===== src/rtl/dmux8way16_seq_if.sv =====
// Lane bus for dmux8way16_seq: input word handshake, steering controls, eight registered lanes with per-lane valid/ack.
// The count signal exists only when DMUX8WAY16_COUNT_EN is defined.
interface dmux8way16_seq_if;
    logic [15:0] in;
    logic        in_valid;
    logic        in_ready;
    logic [2:0]  sel;
    logic        auto;
    logic [15:0] a, b, c, d, e, f, g, h;
    logic [7:0]  out_valid;
    logic [7:0]  ack;
    logic [2:0]  ptr;
`ifdef DMUX8WAY16_COUNT_EN
    logic [15:0] count;

    modport master (
        output in, in_valid, sel, auto, ack,
        input  in_ready, a, b, c, d, e, f, g, h, out_valid, ptr, count
    );
    modport slave (
        input  in, in_valid, sel, auto, ack,
        output in_ready, a, b, c, d, e, f, g, h, out_valid, ptr, count
    );
`else
    modport master (
        output in, in_valid, sel, auto, ack,
        input  in_ready, a, b, c, d, e, f, g, h, out_valid, ptr
    );
    modport slave (
        input  in, in_valid, sel, auto, ack,
        output in_ready, a, b, c, d, e, f, g, h, out_valid, ptr
    );
`endif
endinterface


===== src/rtl/dmux8way16_seq.sv =====
// Purpose: steer a 16-bit word into one of eight registered lanes, by sel or a round-robin pointer.
// Latency: 1 cycle from acceptance to lane output. Optional transfer counter via DMUX8WAY16_COUNT_EN.
// Backpressure: in_ready drops while the target lane is full and not being acked in the same cycle.
module dmux8way16_seq (
    input  logic             clk,
    input  logic             reset,
    dmux8way16_seq_if.slave  bus
);
    logic [7:0][15:0] lane_q, lane_d;
    logic [7:0]       out_valid_q, out_valid_d;
    logic [2:0]       ptr_q, ptr_d;
    logic [2:0]       target;
    logic             rdy;
    logic             xfer;
`ifdef DMUX8WAY16_COUNT_EN
    logic [15:0]      count_q, count_d;
`endif

    always_comb begin
        target      = bus.auto ? ptr_q : bus.sel;
        rdy         = !out_valid_q[target] | bus.ack[target];
        xfer        = bus.in_valid & rdy;
        lane_d      = lane_q;
        out_valid_d = out_valid_q & ~bus.ack;
        ptr_d       = ptr_q;
        // The write is applied after the ack clear so a same-lane write wins.
        if (xfer) begin
            lane_d[target]      = bus.in;
            out_valid_d[target] = 1'b1;
            if (bus.auto) begin
                ptr_d = ptr_q + 3'd1;
            end
        end
    end

`ifdef DMUX8WAY16_COUNT_EN
    always_comb begin
        count_d = count_q;
        if (xfer) begin
            count_d = count_q + 16'd1;
        end
    end

    always_ff @(posedge clk) begin
        if (reset) begin
            count_q <= '0;
        end else begin
            count_q <= count_d;
        end
    end

    assign bus.count = count_q;
`endif

    always_ff @(posedge clk) begin
        if (reset) begin
            lane_q      <= '0;
            out_valid_q <= '0;
            ptr_q       <= '0;
        end else begin
            lane_q      <= lane_d;
            out_valid_q <= out_valid_d;
            ptr_q       <= ptr_d;
        end
    end

    assign bus.in_ready  = rdy;
    assign bus.out_valid = out_valid_q;
    assign bus.ptr       = ptr_q;
    assign bus.a         = lane_q[0];
    assign bus.b         = lane_q[1];
    assign bus.c         = lane_q[2];
    assign bus.d         = lane_q[3];
    assign bus.e         = lane_q[4];
    assign bus.f         = lane_q[5];
    assign bus.g         = lane_q[6];
    assign bus.h         = lane_q[7];
endmodule


===== src/flat_wrapper.sv =====
// flat-port wrapper written by rule: the top's interface ports become plain ports
module dmux8way16_seq_flat 
  (clk, reset, bus_in, bus_in_valid, bus_sel, bus_auto, bus_ack, bus_in_ready, bus_a, bus_b, bus_c, bus_d, bus_e, bus_f, bus_g, bus_h, bus_out_valid, bus_ptr);
  dmux8way16_seq_if bus_i ();
  input  logic clk;
  input  logic reset;
  input wire logic [$bits(bus_i.in)-1:0] bus_in;
  input wire logic [$bits(bus_i.in_valid)-1:0] bus_in_valid;
  input wire logic [$bits(bus_i.sel)-1:0] bus_sel;
  input wire logic [$bits(bus_i.auto)-1:0] bus_auto;
  input wire logic [$bits(bus_i.ack)-1:0] bus_ack;
  output wire logic [$bits(bus_i.in_ready)-1:0] bus_in_ready;
  output wire logic [$bits(bus_i.a)-1:0] bus_a;
  output wire logic [$bits(bus_i.b)-1:0] bus_b;
  output wire logic [$bits(bus_i.c)-1:0] bus_c;
  output wire logic [$bits(bus_i.d)-1:0] bus_d;
  output wire logic [$bits(bus_i.e)-1:0] bus_e;
  output wire logic [$bits(bus_i.f)-1:0] bus_f;
  output wire logic [$bits(bus_i.g)-1:0] bus_g;
  output wire logic [$bits(bus_i.h)-1:0] bus_h;
  output wire logic [$bits(bus_i.out_valid)-1:0] bus_out_valid;
  output wire logic [$bits(bus_i.ptr)-1:0] bus_ptr;
  assign bus_i.in = bus_in;
  assign bus_i.in_valid = bus_in_valid;
  assign bus_i.sel = bus_sel;
  assign bus_i.auto = bus_auto;
  assign bus_i.ack = bus_ack;
  assign bus_in_ready = bus_i.in_ready;
  assign bus_a = bus_i.a;
  assign bus_b = bus_i.b;
  assign bus_c = bus_i.c;
  assign bus_d = bus_i.d;
  assign bus_e = bus_i.e;
  assign bus_f = bus_i.f;
  assign bus_g = bus_i.g;
  assign bus_h = bus_i.h;
  assign bus_out_valid = bus_i.out_valid;
  assign bus_ptr = bus_i.ptr;
  dmux8way16_seq u_core (.clk(clk), .reset(reset), .bus(bus_i));
endmodule

===== config.mk =====
export PLATFORM = sky130hd
export DESIGN_NAME = dmux8way16_seq_flat
export DESIGN_NICKNAME = d
export VERILOG_FILES = /design/src/rtl/dmux8way16_seq_if.sv /design/src/rtl/dmux8way16_seq.sv /design/src/flat_wrapper.sv
export SDC_FILE = /design/constraint.sdc
export NUM_CORES = 1
export LEC_CHECK = 0
export ABC_AREA = 0
export CORE_MARGIN = 4
export CORE_UTILIZATION = 38
export CTS_BUF_LIST = sky130_fd_sc_hd__clkbuf_16
export DETAILED_ROUTE_END_ITERATION = 10
export GPL_ROUTABILITY_DRIVEN = 0
export GPL_TIMING_DRIVEN = 0
export PLACE_DENSITY = 0.74
export SYNTH_ARGS = -nofsm -noshare
export SYNTH_HDL_FRONTEND = slang
export SYNTH_SLANG_ARGS = --single-unit
export TNS_END_PERCENT = 10

===== constraint.sdc =====
create_clock -name clk -period 2.1 [get_ports clk]
set_clock_uncertainty 0.05 [all_clocks]
set_input_delay 0.42 -clock clk [delete_from_list [all_inputs] [get_ports clk]]
set_output_delay 0.42 -clock clk [all_outputs]
set_load 0.02 [all_outputs]

==> run metrics <==
status=complete, but fails checks; failing checks=setup timing; setup slack, reg-to-reg=-0.30 ns; sequential share of the synthesized area=0.483; Worst Path Max Fanout=4; largest net degree at the start of global routing=17; # IOs=171; Sw Share=0.234; Tmin final=approximately 2.5 ns; drt wl/cell=about 19 um; DRT Wirelength=about 18 mm; layout cell share with drive strength beyond 1=0.113; Leakage=about 3.8 nW; commonest non-fill, non-tap cell in the layout=clkdlybuf4s50_1; Initial Util=0.392; Worst-Skew Late Latency=approximately 0.41 ns; ys async rst share=0; Cell Count, Final, Fillers Out=roughly 930; Slew @ Worst Pin=approximately 0.65 ns; Final WS setup=-0.374 ns; Setup Viol. Count Final=~130; Max Transition Viols Final=0; crit path capture=bus_in_ready; crit path launch type=input pin; Hold WS=0.426 ns; Post-CTS Hold Buffers=0; # Max-Cap Violations=0; first-pass GRT wire length=27.1 mm; Total GRT Usage=0.201; Post-DP HPWL=around 13 mm; Final Cycle Share=1.18; number of buffers and inverters on the critical path=3; CTS Sinks=between 100 and 150; initial DRC count=~130; Yosys reg bits=between 100 and 150; most frequent cells in the layout=clkdlybuf4s50_1, nand2b_1, dfxtp_1, mux2i_1, clkbuf_16; unrepaired setup endpoints after global routing=true; DRC errors left=0; fin nets=770; delay-heaviest family, CP=buffers and inverters; Avg Inst Size Synth=10.9 um^2; Root Driver=clkbuf_16; Final TNS setup=-28.44 ns; CP peak stage delay=about 0.54 ns; CTS tree=yes; core area=about 15000 um^2; Hold Crit Class=register to register; Cells after Synth=527; Die W=around 130 um; H-Tree Depth=4; Sequential Power Share=0.440; antenna cells=0; fmax=roughly 400 MHz; DR pass1 iterations=4; Yosys cell types=32; clock share of power=0.441; crit-path cells=clkdlybuf4s50_1 > nor3_1 > a31oi_2 > o22ai_1 > o211ai_2 > buf_12 > buf_8; NetSw=about 0.0015 W; max_slew headroom=0.566; R2R depth=11; Post-synth EDFFs=0; Int Power=roughly 0.0048 W; WP depth=7; Crit Path Class=input pin to primary output; Num CTS Buffers=17; Post-synth top flop=dfxtp_1; Vias/cell=~4.8; Worst Setup SP=bus_sel[2]; Power Density=between 700 and 800 nW/um^2; Worst path slowest cell=clkdlybuf4s50_1; Post-DRT Antenna Nets=0; die height=131 um; Arr. time, crit path=about 2 ns; final hold vios=0; Rows=44; DP Cell Count=~880; Syn Std Cell Area=around 5800 um^2; Comb power frac=0.118; Reg-to-Reg Start=u_core.bus.ptr[0]; via count=4500; CP endpoint kind=primary output; worst vdd ir=around 430 uV; vias in the first global route=about 4800; clock transition at the registers of the reported paths=0.05 ns; area delta synth->final=49.4%; Die Area=between 15000 and 20000 um^2; Req. time, crit path=~1.6 ns; Hold Crit Start=u_core.bus.g[3]; synth warn=0; worst r2r dst=u_core.bus.d[9]; Max Buffers Root-to-Sink=2; initial antenna violation count=0; PortBufs=170; Synthesized Nets=between 500 and 600; GRT overflow=0
what timing repair did:
action	in CTS	in global routing
resized for setup	44	6
endpoints found under the hold margin	0	0
pin swaps	3	1
setup endpoints to repair	140	133
buffers inserted	13	7
cloned	1	1
worst reg2reg max path: stages, from the launching register on:
cell	delay (ns)
dfxtp_4	0.35
mux2i_4	0.20
buf_6	0.16
mux2i_1	0.22
o22ai_1	0.12
o211ai_2	0.29
buf_12	0.14
buf_4	0.12
buf_16	0.17
nand2_8	0.11
clkbuf_16	0.21
mux2i_1	0.12
per-layer routing:
metal	GRT usage	vias to the layer above	share of wire
li1	-	2177	-
met1	0.244	2164	0.43
met2	0.344	140	0.49
met3	0.0680	19	0.065
met4	0.0519	0	0.013
met5	0	-	0
cell usage after synthesis, drive strengths merged (2+ instances only):
master	instances	area share
a31oi	3	0.0033
mux2	2	0.0039
nand2	9	0.022
inv	2	0.0013
o22a	2	0.0030
dfxtp	139	0.48
mux2i	137	0.24
o22ai	2	0.0022
buf	26	0.030
clkbuf	18	0.012
and2	2	0.0022
a21oi	9	0.0078
nor2	12	0.0078
nand2b	153	0.17
flip-flops by register name, summed over array words and instances, names as in the netlist:
| register | count |
|---|---|
| u_core.bus.out_valid | 8 |
| u_core.bus.h | 16 |
| u_core.bus.e | 16 |
| u_core.bus.c | 16 |
| u_core.bus.g | 16 |
| u_core.bus.b | 16 |
| u_core.bus.a | 16 |
| u_core.bus.d | 16 |
| u_core.bus.ptr | 3 |
| u_core.bus.f | 16 |
cells by family (layout without fill, tap and decap cells):
group | after synthesis | after routing | share of synthesized area
multiplexers | 139 | 139 | 0.244
adder cells (fa/ha/maj) | 1 | 1 | 0.00217
AND/OR/NAND/NOR | 183 | 183 | 0.207
AO/OA/AOI/OAI | 19 | 19 | 0.0215
flip-flops | 139 | 139 | 0.483
buffers and inverters | 46 | 269 | 0.0426
area by class of cell:
cell class                 count  area (um^2)
clock buffer                  17          425
inverter                       2         7.51
clock inverter                14          116
sequential                   139         2790
tap                          184          230
buffer                        44          305
fill                        1242         6090
multi-input combinational    342         2800
timing repair buffer         192         1940
metrics by stage:
| step | worst slack [ns] | cell area, um^2 | utilization | power, W |
|---|---|---|---|---|
| after floorplan | -0.0889 | 5780 | - | 0.00317 |
| after global placement | -1.47 | 7710 | 0.525 | 0.00346 |
| after detailed placement | -1.54 | 7710 | 0.525 | 0.00347 |
| after CTS | -0.335 | 8530 | 0.580 | 0.00628 |
| after global routing | -0.432 | 8610 | 0.586 | 0.00647 |
| final | -0.374 | 8610 | 0.586 | 0.00624 |
worst min-delay path by stage:
stage	slack, ns	endpoint	depth (start not counted)
2_1_floorplan	0.50	u_core.bus.f[11]	2
3_3_place_gp	0.41	u_core.bus.g[6]	2
3_5_place_dp	0.41	u_core.bus.g[3]	2
4_1_cts	0.43	u_core.bus.g[3]	2
5_1_grt	0.44	u_core.bus.h[5]	2
6_report	0.43	u_core.bus.g[3]	2
power by group through the flow:
stage	Combinational (W)	Sequential (W)	Clock (W)
global placement	0.000655	0.00280	0
detailed placement	0.000667	0.00280	0
finish	0.000738	0.00275	0.00275
floorplan	0.000296	0.00288	0
CTS	0.000731	0.00275	0.00280
global route	0.000783	0.00276	0.00293
Power figures use the tool's default switching activity.
